[src/rtl/cache_pkg.sv]
// Shared constants, state encoding and beat helper for the cache-to-RAM line bridge.
package cache_pkg;

  localparam int ADDR_SIZE       = 13;
  localparam int RAM_WORD_SIZE   = 16;
  localparam int CACHE_STR_WIDTH = 64;
  localparam int LINE_WIDTH      = CACHE_STR_WIDTH;
  localparam int BEATS           = LINE_WIDTH / RAM_WORD_SIZE;
  localparam int BEAT_W          = $clog2(BEATS);

  typedef enum logic [2:0] {
    IDLE    = 3'd0,
    RD_CMD  = 3'd1,
    RD_DATA = 3'd2,
    WR_DATA = 3'd3,
    WR_ACK  = 3'd4,
    DONE    = 3'd5
  } bridge_state_t;

  // Beat 0 is the least significant word of the line.
  function automatic logic [RAM_WORD_SIZE-1:0] line_beat(
    input logic [LINE_WIDTH-1:0] line,
    input logic [BEAT_W-1:0]     idx
  );
    return line[int'(idx)*RAM_WORD_SIZE +: RAM_WORD_SIZE];
  endfunction

endpackage

[src/rtl/ram_line_watchdog.sv]
// Counts consecutive cycles without a RAM acknowledge while enabled; expired is
// raised on the edge at which the count would reach TIMEOUT.
module ram_line_watchdog #(
  parameter int TIMEOUT = 255
) (
  input  logic clk,
  input  logic rst,
  input  logic enable,
  input  logic clear,
  output logic expired
);

  localparam int CW = $clog2(TIMEOUT + 1);

  logic [CW-1:0] count;

  always_ff @(posedge clk or posedge rst) begin
    if (rst) begin
      count <= '0;
    end else if (!enable || clear) begin
      count <= '0;
    end else begin
      count <= count + 1'b1;
    end
  end

  // Combinational so the FSM leaves on the same edge the count hits TIMEOUT.
  assign expired = enable && !clear && (count == CW'(TIMEOUT - 1));

endmodule

[src/rtl/ram_line_bridge.sv]
// Turns one whole-line cache request into a multi-beat 16-bit RAM transaction,
// assembles read beats into a line, and aborts via watchdog on a silent RAM.
module ram_line_bridge
  import cache_pkg::*;
#(
  parameter int TIMEOUT = 255
) (
  input  logic                     ram_clk,
  input  logic                     ram_rst,
  input  logic                     line_req,
  input  logic                     line_rnw,
  input  logic [ADDR_SIZE-1:0]     line_addr,
  input  logic [LINE_WIDTH-1:0]    line_wdata,
  output logic                     line_ready,
  output logic                     line_done,
  output logic                     line_err,
  output logic [LINE_WIDTH-1:0]    line_rdata,
  output logic [ADDR_SIZE-1:0]     ram_addr,
  output logic [RAM_WORD_SIZE-1:0] ram_wdata,
  output logic                     ram_avalid,
  output logic                     ram_rnw,
  input  logic [RAM_WORD_SIZE-1:0] ram_rdata,
  input  logic                     ram_rack,
  output bridge_state_t            dbg_state
);

  // Handshake: a request is taken on any edge where line_req=1 and line_ready=1;
  // the cache must drop line_req on line_done or it will be accepted again.
  // On the RAM side ram_avalid is presented without backpressure and ram_rack
  // is only meaningful in RD_DATA (one beat per ack) and WR_ACK (one ack).

  bridge_state_t             state, state_nxt;
  logic [BEAT_W-1:0]         beat;
  logic [LINE_WIDTH-1:0]     wdata_q;
  logic [RAM_WORD_SIZE-1:0]  wdata_nxt;
  logic                      accept;
  logic                      last_beat;
  logic                      wd_enable;
  logic                      wd_expired;

  assign accept    = (state == IDLE) && line_req;
  assign last_beat = (beat == BEAT_W'(BEATS - 1));
  assign wd_enable = (state == RD_DATA) || (state == WR_ACK);
  assign dbg_state = state;

  ram_line_watchdog #(
    .TIMEOUT (TIMEOUT)
  ) u_watchdog (
    .clk     (ram_clk),
    .rst     (ram_rst),
    .enable  (wd_enable),
    .clear   (ram_rack),
    .expired (wd_expired)
  );

  always_ff @(posedge ram_clk or posedge ram_rst) begin
    if (ram_rst) begin
      state <= IDLE;
    end else begin
      state <= state_nxt;
    end
  end

  always_comb begin
    state_nxt = state;
    case (state)
      IDLE:    if (line_req) state_nxt = line_rnw ? RD_CMD : WR_DATA;
      RD_CMD:  state_nxt = RD_DATA;
      RD_DATA: if ((ram_rack && last_beat) || wd_expired) state_nxt = DONE;
      WR_DATA: if (last_beat) state_nxt = WR_ACK;
      WR_ACK:  if (ram_rack || wd_expired) state_nxt = DONE;
      DONE:    state_nxt = IDLE;
      default: state_nxt = IDLE;
    endcase
  end

  // Word to present in the next WR_DATA cycle.
  always_comb begin
    wdata_nxt = '0;
    if (accept) begin
      wdata_nxt = line_beat(line_wdata, '0);
    end else if (state == WR_DATA && !last_beat) begin
      wdata_nxt = line_beat(wdata_q, BEAT_W'(beat + 1'b1));
    end
  end

  // Outputs are registered from the next state so they line up with it.
  always_ff @(posedge ram_clk or posedge ram_rst) begin
    if (ram_rst) begin
      line_ready <= 1'b1;
      line_done  <= 1'b0;
      line_err   <= 1'b0;
      line_rdata <= '0;
      ram_addr   <= '0;
      ram_wdata  <= '0;
      ram_avalid <= 1'b0;
      ram_rnw    <= 1'b0;
      wdata_q    <= '0;
      beat       <= '0;
    end else begin
      line_ready <= (state_nxt == IDLE);
      line_done  <= (state_nxt == DONE);
      line_err   <= (state_nxt == DONE) && wd_expired;
      ram_avalid <= (state_nxt == RD_CMD) || (state_nxt == WR_DATA);
      ram_rnw    <= (state_nxt == RD_CMD);
      ram_wdata  <= (state_nxt == WR_DATA) ? wdata_nxt : '0;

      if (accept) begin
        ram_addr   <= line_addr;
        wdata_q    <= line_wdata;
        line_rdata <= '0;
        beat       <= '0;
      end else if (state == RD_DATA && ram_rack) begin
        line_rdata[int'(beat)*RAM_WORD_SIZE +: RAM_WORD_SIZE] <= ram_rdata;
        beat <= beat + 1'b1;
      end else if (state == WR_DATA) begin
        beat <= beat + 1'b1;
      end
    end
  end

endmodule

[config.mk]
export PLATFORM = sky130hd
export DESIGN_NAME = ram_line_bridge
export DESIGN_NICKNAME = d
export VERILOG_FILES = /design/src/rtl/cache_pkg.sv /design/src/rtl/ram_line_watchdog.sv /design/src/rtl/ram_line_bridge.sv
export SDC_FILE = /design/constraint.sdc
export NUM_CORES = 1
export LEC_CHECK = 0
export CAP_MARGIN = 10
export CORE_MARGIN = 4
export CORE_UTILIZATION = 45
export CTS_BUF_LIST = sky130_fd_sc_hd__clkbuf_2
export CTS_CLUSTER_SIZE = 20
export DETAILED_ROUTE_END_ITERATION = 6
export PLACE_DENSITY = 0.78
export SLEW_MARGIN = 15
export SYNTH_ARGS = -nofsm -noshare
export SYNTH_HDL_FRONTEND = slang
export SYNTH_SLANG_ARGS = --single-unit
[constraint.sdc]
create_clock -name ram_clk -period 5.9 [get_ports ram_clk]
set_input_delay 1.18 -clock ram_clk [delete_from_list [all_inputs] [get_ports ram_clk]]
set_output_delay 1.18 -clock ram_clk [all_outputs]
set_load 0.02 [all_outputs]
# Word-level counts from Yosys, hierarchy flattened
# Cells that the tools add are included.
dict set report classes {
  add_sub_neg 3
  eq_ne 9
  shifts 3
  n_mux 16
  reduce_logical 19
}
# cell count
set op_table {}
lappend op_table {{$mux W64} 2}
lappend op_table {{$bwmux W64} 1}
lappend op_table {{$shift A16 B33 Y64 const A} 1}
lappend op_table {{$shiftx A16 B33 Y64} 1}
lappend op_table {{$shiftx A64 B7 Y16} 1}
lappend op_table {{$mux W16} 3}
lappend op_table {{$neg A6 Y33} 1}
lappend op_table {{$pmux W3 S5} 1}
lappend op_table {{$mux W3} 4}
lappend op_table {{$eq A3 B2 Y1 const B} 3}
lappend op_table {{$add A8 B1 Y8 const B} 1}
lappend op_table {{$eq A8 B8 Y1 const B} 1}
lappend op_table {{$mux W2} 4}
lappend op_table {{$mux W8} 1}
lappend op_table {{$logic_and A1 B1 Y1} 7}
lappend op_table {{$eq A3 B1 Y1 const B} 2}
lappend op_table {{$eq A3 B3 Y1 const B} 2}
lappend op_table {{$logic_not A3 Y1} 2}
lappend op_table {{$logic_or A1 B1 Y1} 5}
lappend op_table {{$logic_not A1 Y1} 3}
lappend op_table {{$reduce_bool A3 Y1} 1}
lappend op_table {{$add A2 B1 Y2 const B} 1}
lappend op_table {{$eq A2 B2 Y1 const B} 1}
lappend op_table {{$reduce_bool A2 Y1} 1}
dict set report word_totals {
  ff_bits 175
  in_bits 98
  output_inout_bits 101
  word_cells 62
}

# Logic depth before layout (Yosys ltp)
# Gate-level depths: netlist of run 1.
dict set report depth {
  word_depth 9
  ltp_mapped 8
  mapped_depth_nobuf 6
}

# By module
# Synthesis of run 1 repeated with hierarchy kept, for this count alone.
dict set report hier_totals {
  hier_cells 777
  hier_area_um2 7449.6
}
# mod n_inst cells_each area_each_um2 seq_area_each_um2
set modules_own_cells {}
lappend modules_own_cells {ram_line_bridge 1 738 7069.3 4180.3}
lappend modules_own_cells {ram_line_watchdog 1 39 380.4 200.2}

# Least setup slack after synthesis of run 1
# OpenSTA, ideal clock, no wires.
dict set report synth_timing {
  path_type {input to register}
  startpoint {input port ram_rack}
  endpoint {register ram_wdata[10]}
  t_arrival_ps 2252
  t_required_ps 5779
  path_slack_ps 3528
  cell_stages 6
  n_path_buf 2
  cell_sequence {or2_1 nor4_4 o21ba_1 buf_2 buf_6 a21oi_1}
}
dict set report synth_via {
  elab_chain_len 8
  word_cells_on_any_way 11
  classes_between {eq/ne: 1; mux: 4; reduce/logical: 6}
}
# item line_no
set synth_rtl {}
lappend synth_rtl {{start: declaration} ram_line_bridge.sv:23} ;# input logic ram_rack,
lappend synth_rtl {{$logic_not A1 Y1} ram_line_watchdog.sv:28} ;# assign expired = enable && !clear && (count == CW'(TIMEOUT - 1));
lappend synth_rtl {{$logic_and A1 B1 Y1 (2 in a row)} ram_line_watchdog.sv:28}
lappend synth_rtl {{$logic_or A1 B1 Y1 (on tied branches)} {ram_line_bridge.sv:71, ram_line_bridge.sv:69}}
lappend synth_rtl {{$mux W3 (on tied branches)} {ram_line_bridge.sv:71, ram_line_bridge.sv:69}}
lappend synth_rtl {{$pmux W3 S5 *} ram_line_bridge.sv:66} ;# case (state)
lappend synth_rtl {{$eq A3 B2 Y1 *} ram_line_bridge.sv:106} ;# ram_wdata <= (state_nxt == WR_DATA) ? wdata_nxt : '0;
lappend synth_rtl {{$mux W16 *} ram_line_bridge.sv:106}
lappend synth_rtl {{end signal: assignment} ram_line_bridge.sv:106}
lappend synth_rtl {{end: declaration} ram_line_bridge.sv:19} ;# output logic [RAM_WORD_SIZE-1:0] ram_wdata,
# Every way passes the cells marked *; elsewhere a longest branch is shown, timed or not.
# A chain may end at the register's enable or synchronous reset.

# Final worst setup path of run 1
dict set report layout_timing {
  startpoint {register state[0] (netlist: dbg_state[0])}
  endpoint {output port dbg_state[0]}
}
# item line_no
set layout_rtl {}
lappend layout_rtl {{start: declaration} ram_line_bridge.sv:32} ;# bridge_state_t state, state_nxt;
lappend layout_rtl {{start signal: assignment} ram_line_bridge.sv:60} ;# state <= state_nxt;
lappend layout_rtl {{end: declaration} ram_line_bridge.sv:24} ;# output bridge_state_t dbg_state
# No word-level cell between the ends.

==> run_results.csv, run 1 <==
group,metric,value,unit
drt,wl_per_cell,17.2,um
yosys,yosys.area.top_type_share,59.9,%
worst_setup_path,path_delay_family,"buffers and inverters",
clocking,cts_tree,"built",
worst_setup_path,startpoint,"dbg_state[0]",
clocking,post_cts_buffers,0,
sta,skew,0.0291,ns
clocking,numClockSinks,175,
cells_and_area,multi_input_area,2630,um^2
worst_setup_path,crit_cells,1,
sta,slew_viol_final,0,
cells_and_area,diodes,0,
yosys,synth_area_leaders,"dfrtp_1 60%, nand2_1 13%, a22o_1 7.5%",
cells_and_area,final_util,60.4,%
die,io_pins,199,
worst_setup_path,crit_chain,"clkdlybuf4s50_1",
sta,hold_viol_final,0,
global_routing,grt_pass1_vias,5707,
worst_setup_path,cp_max_fo,14,
worst_setup_path,r2r_cells,6,
global_routing,gr-usage-all-layers,20.8,%
yosys,synth_cells,659,
yosys,synthArstFlopShare,100,%
power_and_ir_drop,p_leak,4.47,nW
sta,rsz0062_at_grt,"false",
yosys,yosysWarnings,0,
drt,ant_nets,0,
yosys,yosysSeqAreaShare,60.2,%
sta,worst_slew_pin_slew,1.14,ns
worst_setup_path,worstReg2RegStart,"beat[0]",
cells_and_area,area_growth,31.9,%
die,start_util,45.8,%
yosys,synth_common_cells,"254 x nand2_1, 174 x dfrtp_1, 62 x a22o_1, 23 x a21oi_1, 23 x buf_2",
hold_path,hold_depth,2,
worst_setup_path,crit_slowest_cell,"clkdlybuf4s50_1",
worst_setup_path,r2r_end,"line_rdata[28]",
die,coreArea,15900,um^2
sta,setup_viol,0,
clocking,cts_hold_buf,0,
die,fp.dieW,135,um
global_routing,antenna_found_initial,1,
global_routing,grt_max_degree,89,
job,maxCapViolations,0,
clocking,clk_pin_slew_worst_paths,0.21,ns
power_and_ir_drop,p_per_area,455,nW/um^2
cells_and_area,seqCellArea,4380,um^2
outcome,run_status,"finished, final reports clean",
place,preCtsSetupSlack,2.22,ns
yosys,ys_types,52,
global_routing,grt_pass1_wl,29800,um
drt,drc,0,
yosys,syn_area_per_cell,11.0,um^2
sta,setup_slack,2.54,ns
worst_setup_path,worst-path-buf-inv,1,
yosys,yosysMostFrequentCell,"nand2_1",
sta,hold_ws,0.502,ns
yosys,synth_flop_cell,"dfrtp_1",
drt,vias,5517,
yosys,synthesis.area,7270,um^2
sta,timing.fmax,298,MHz
die,fp-row-count,46,
worst_setup_path,arrival,2.18,ns
sta,finalCritPeriodShare,56.9,%
hold_path,hold_path_class,"reg2reg",
drt,viasPerCell,5.16,
global_routing,grt_overflow,0,
yosys,synth-edff-count,0,
place,gp_congestion,0.805,
worst_setup_path,critPathCapture,"dbg_state[0]",
place,dp_hpwl,12900,um
place,port_buffers,198,
yosys,ys_ff_latch,175,
sta,finalCriticalPeriod,3.36,ns
clocking,cts_buffer_depth,2,
worst_setup_path,reg2reg_slack,3.02,ns
cells_and_area,fill_cells,1339,
die,die_area,18300,um^2
sta,slew_headroom,23.5,%
die,dieHeight,135,um
clocking,numCtsBuffers,17,
drt,routed_wl,18400,um
worst_setup_path,cp-end-kind,"primary output",
worst_setup_path,crit_path_max_incr_delay,0.74,ns
worst_setup_path,crit_path_start_kind,"register",
worst_setup_path,required,4.72,ns
drt,drt_iter0_markers,245,
cells_and_area,nNetsFinal,946,
clocking,htreeDepth,4,
drt,drtPass1Iterations,4,
yosys,synthesis.nets,763,
worst_setup_path,crit_type,"reg2out",
power_and_ir_drop,peakVddDrop,0.272,mV
clocking,clkLatencyLatePin,0.74,ns
clocking,post_cts_resized,0,
clocking,root_buffer,"clkbuf_2",
yosys,yosysTopAreaCell,"dfrtp_1",
cells_and_area,drive_gt1_share,8.31,%
sta,tns,0,ns
## layout make-up
type | count | share of cell area [%]
multi-input combinational | 436 | 27.4
clock inverter | 11 | 1.49
tap | 216 | 2.82
sequential | 175 | 45.7
clock buffer | 20 | 1.04
inverter | 9 | 0.391
timing repair buffer | 203 | 21.2
## how the worst min path moves through the flow
stage / from / end / slack, ns
2_1_floorplan: wdata_q[48] / wdata_q[48] / 0.44
3_3_place_gp: wdata_q[13] / wdata_q[13] / 0.45
3_5_place_dp: wdata_q[52] / wdata_q[52] / 0.46
4_1_cts: wdata_q[51] / wdata_q[51] / 0.50
5_1_grt: wdata_q[51] / wdata_q[51] / 0.52
6_report: wdata_q[43] / wdata_q[43] / 0.50
## logic make-up after synthesis
group,after synthesis,share of synthesized area [%]
compound gates,98,10.3
xor+xnor,7,0.843
fa+ha+maj,6,1.03
buf+inv,48,3.59
flops,175,60.2
mux,17,5.09
simple gates,308,18.9
## per-stage QoR
| step | instance area, um^2 | cells | power (mW) |
|---|---|---|---|
| floorplan | 7280 | 659 | 3.08 |
| detailed placement | 9350 | 1039 | 3.78 |
| global route | 9600 | 1070 | 4.67 |
| global placement | 9350 | 1039 | 3.73 |
| CTS | 9600 | 1070 | 4.42 |
| finish | 9600 | 1070 | 4.37 |
## flip-flops by register name, summed over array words and instances (netlist names)
signal / flops
line_rdata: 64
wdata_q: 64
ram_wdata: 16
ram_addr: 13
u_watchdog.count: 8
dbg_state: 3
beat: 2
line_done: 1
line_err: 1
line_ready: 1
ram_avalid: 1
ram_rnw: 1
## metal layers
| layer | vias to the layer above | part of all wire, % | track usage [%] |
|---|---|---|---|
| met1 | 2699 | 42 | 27.0 |
| met3 | 22 | 11 | 8.73 |
| met5 | - | 0.060 | 0 |
| met4 | 2 | 1.3 | 5.15 |
| met2 | 211 | 46 | 32.7 |
| li1 | 2583 | - | - |
## where the power goes
group	switching [mW]	internal (mW)	total, mW
logic	1.03	0.858	1.89
registers	0.249	1.59	1.84
clock network	0.398	0.236	0.634
## cell usage in the layout (no fill, tap or decap), drive strengths merged, types with 5 or more instances in the layout
cell type and instances:
inv 8, clkinvlp 5, dfrtp 174, ha 6, nand2 255, mux4 16, clkbuf 20, nor2 18
clkdlybuf4s50 198, o21ai 6, buf 5, a21oi 24, nand3 6, a22o 62
No activity file was read; power rests on OpenSTA's default activity.
==> run 2: changes to the inputs <==
==> constraint.sdc (replaced) <==
create_clock -name ram_clk -period 3 [get_ports ram_clk]
set_input_delay 0.6 -clock ram_clk [delete_from_list [all_inputs] [get_ports ram_clk]]
set_output_delay 0.6 -clock ram_clk [all_outputs]
set_load 0.02 [all_outputs]
==> run 2 against run 1 <==
Net effect:
- combinational power grew 100%
- critical path depth is the same
- setup slack lost 2.4 ns
- first-iteration DRC count grew 37%
- non-clock buffer count grew 9
- utilization grew 0.65 points
- design area grew 1.1%
- total power grew 99%
- clock-buffer cell count shrank 1
- flip-flop and latch count is the same
- sequential share of layout area shrank 0.49 points
- critical endpoint unchanged
- highest routed layer is now met4
==> run_results.csv, run 2 (synthesis results as in run 1) <==
group,metric,value,unit
die,fp-row-count,46,
cells_and_area,stdcell_area,9700,um^2
worst_setup_path,arrival,2.22,ns
drt,wl_per_cell,16.8,um
drt,drtPass1Iterations,4,
clocking,root_buffer,"clkbuf_2",
worst_setup_path,crit_path_start_kind,"register",
cells_and_area,nNetsFinal,955,
power_and_ir_drop,p_leak,4.53,nW
clocking,cts_hold_buf,0,
cells_and_area,fill_cells,1341,
drt,drt_iter0_markers,335,
place,dpl_cell_area,9460,um^2
clocking,clk_pin_slew_worst_paths,0.24,ns
power_and_ir_drop,power,8.67,mW
cells_and_area,top_regs,"line_rdata (64), wdata_q (64), ram_wdata (16)",
worst_setup_path,worst-path-buf-inv,1,
clocking,cts_buffer_depth,2,
cells_and_area,area_growth,33.3,%
drt,viasPerCell,5.07,
global_routing,antenna_found_initial,0,
sta,slew_viol_final,0,
worst_setup_path,cp-end-kind,"primary output",
place,dp_hpwl,12700,um
cells_and_area,final_common_cell,"nand2_1",
sta,finalCriticalPeriod,2.82,ns
cells_and_area,diodes,0,
drt,vias,5474,
worst_setup_path,cp_max_fo,14,
clocking,numClockSinks,175,
drt,routed_wl,18100,um
power_and_ir_drop,p_per_area,894,nW/um^2
cells_and_area,drive_gt1_share,8.91,%
die,start_util,45.8,%
place,port_buffers,198,
worst_setup_path,required,2.40,ns
clocking,cts_tree,"built",
clocking,numCtsBuffers,17,
sta,finalCritPeriodShare,93.9,%
worst_setup_path,crit_path_max_incr_delay,0.76,ns
drt,drc,0,
power_and_ir_drop,peakVddDrop,0.442,mV
die,dieHeight,135,um
worst_setup_path,path_delay_family,"buffers and inverters",
worst_setup_path,crit_chain,"clkdlybuf4s50_1",
clocking,htreeDepth,4,
sta,setup_viol,0,
sta,hold_viol_final,0,
sta,worst_slew_pin_slew,0.988,ns
job,maxCapViolations,0,
sta,timing.fmax,355,MHz
sta,skew,0.0337,ns
hold_path,hold_path_class,"in2async",
global_routing,gr-usage-all-layers,20.4,%
place,dp_cells,1048,
die,io_pins,199,
clocking,clkLatencyLatePin,0.73,ns
place,gp_congestion,0.838,
outcome,run_status,"finished, final reports clean",
cells_and_area,most-common-layout-cells,"254 x nand2_1, 198 x clkdlybuf4s50_1, 174 x dfrtp_1",
sta,tns,0,ns
sta,hold_ws,0.297,ns
die,coreArea,15900,um^2
clocking,post_cts_resized,0,
sta,rsz0062_at_grt,"false",
worst_setup_path,crit_slowest_cell,"clkdlybuf4s50_1",
clocking,post_cts_buffers,0,
global_routing,grt_pass1_vias,5590,
sta,slew_headroom,34.1,%
global_routing,grt_overflow,0,
die,fp.dieW,135,um
global_routing,grt_pass1_wl,29300,um
global_routing,grt_max_degree,114,
die,die_area,18300,um^2
cells_and_area,stdcell_count,1080,
drt,ant_nets,0,
worst_setup_path,crit_type,"reg2out",
run 2: changes by cell type in the layout (fill, tap and decap cells not counted), sizes merged:
cell      previous run  this run
clkinvlp             5         3
clkbuf              20        19
clkinv               4         8
buf                  5        14
run 2: where the power goes:
| part | internal (mW) | total, mW | switching [mW] |
|---|---|---|---|
| clock network | 0.458 | 1.24 | 0.779 |
| logic | 1.78 | 3.82 | 2.04 |
| registers | 3.13 | 3.62 | 0.484 |
run 2: final timing paths:
check                                       to  slack [ns]            from  cells past startpoint
min in group ram_clk               wdata_q[52]        0.36  line_wdata[52]                      3
worst min-delay path            line_rdata[60]        0.30         ram_rst                      3
worst min register to register     wdata_q[35]        0.50     wdata_q[35]                      2
max in group asynchronous            line_done        2.13         ram_rst                      3
worst max register to register  line_rdata[59]        0.67         beat[0]                      5
worst max-delay path              dbg_state[0]        0.18    dbg_state[0]                      1
run 2: final cells by class:
| type | count | area [um^2] | area share (%) |
|---|---|---|---|
| clock buffer | 19 | 95.1 | 0.980 |
| tap | 216 | 270 | 2.79 |
| inverter | 9 | 37.5 | 0.387 |
| timing repair buffer | 212 | 2140 | 22.0 |
| multi-input combinational | 436 | 2630 | 27.1 |
| sequential | 175 | 4380 | 45.2 |
| clock inverter | 13 | 146 | 1.51 |
run 2: per-layer routing:
layer	global-route usage [%]	vias to the layer above	part of all wire, %
met5	0	-	0
met2	31.1	185	46
met4	4.59	0	0.69
met3	8.77	10	11
li1	-	2616	-
met1	27.5	2663	43
run 2: through the flow:
| step | utilization, % | setup slack, ns |
|---|---|---|
| 2_1_floorplan | - | 0.162 |
| 3_3_place_gp | 59.5 | 0.376 |
| 3_5_place_dp | 59.5 | 0.301 |
| 4_1_cts | 61.1 | 0.105 |
| 5_1_grt | 61.1 | 0.0115 |
| 6_report | 61.1 | 0.184 |
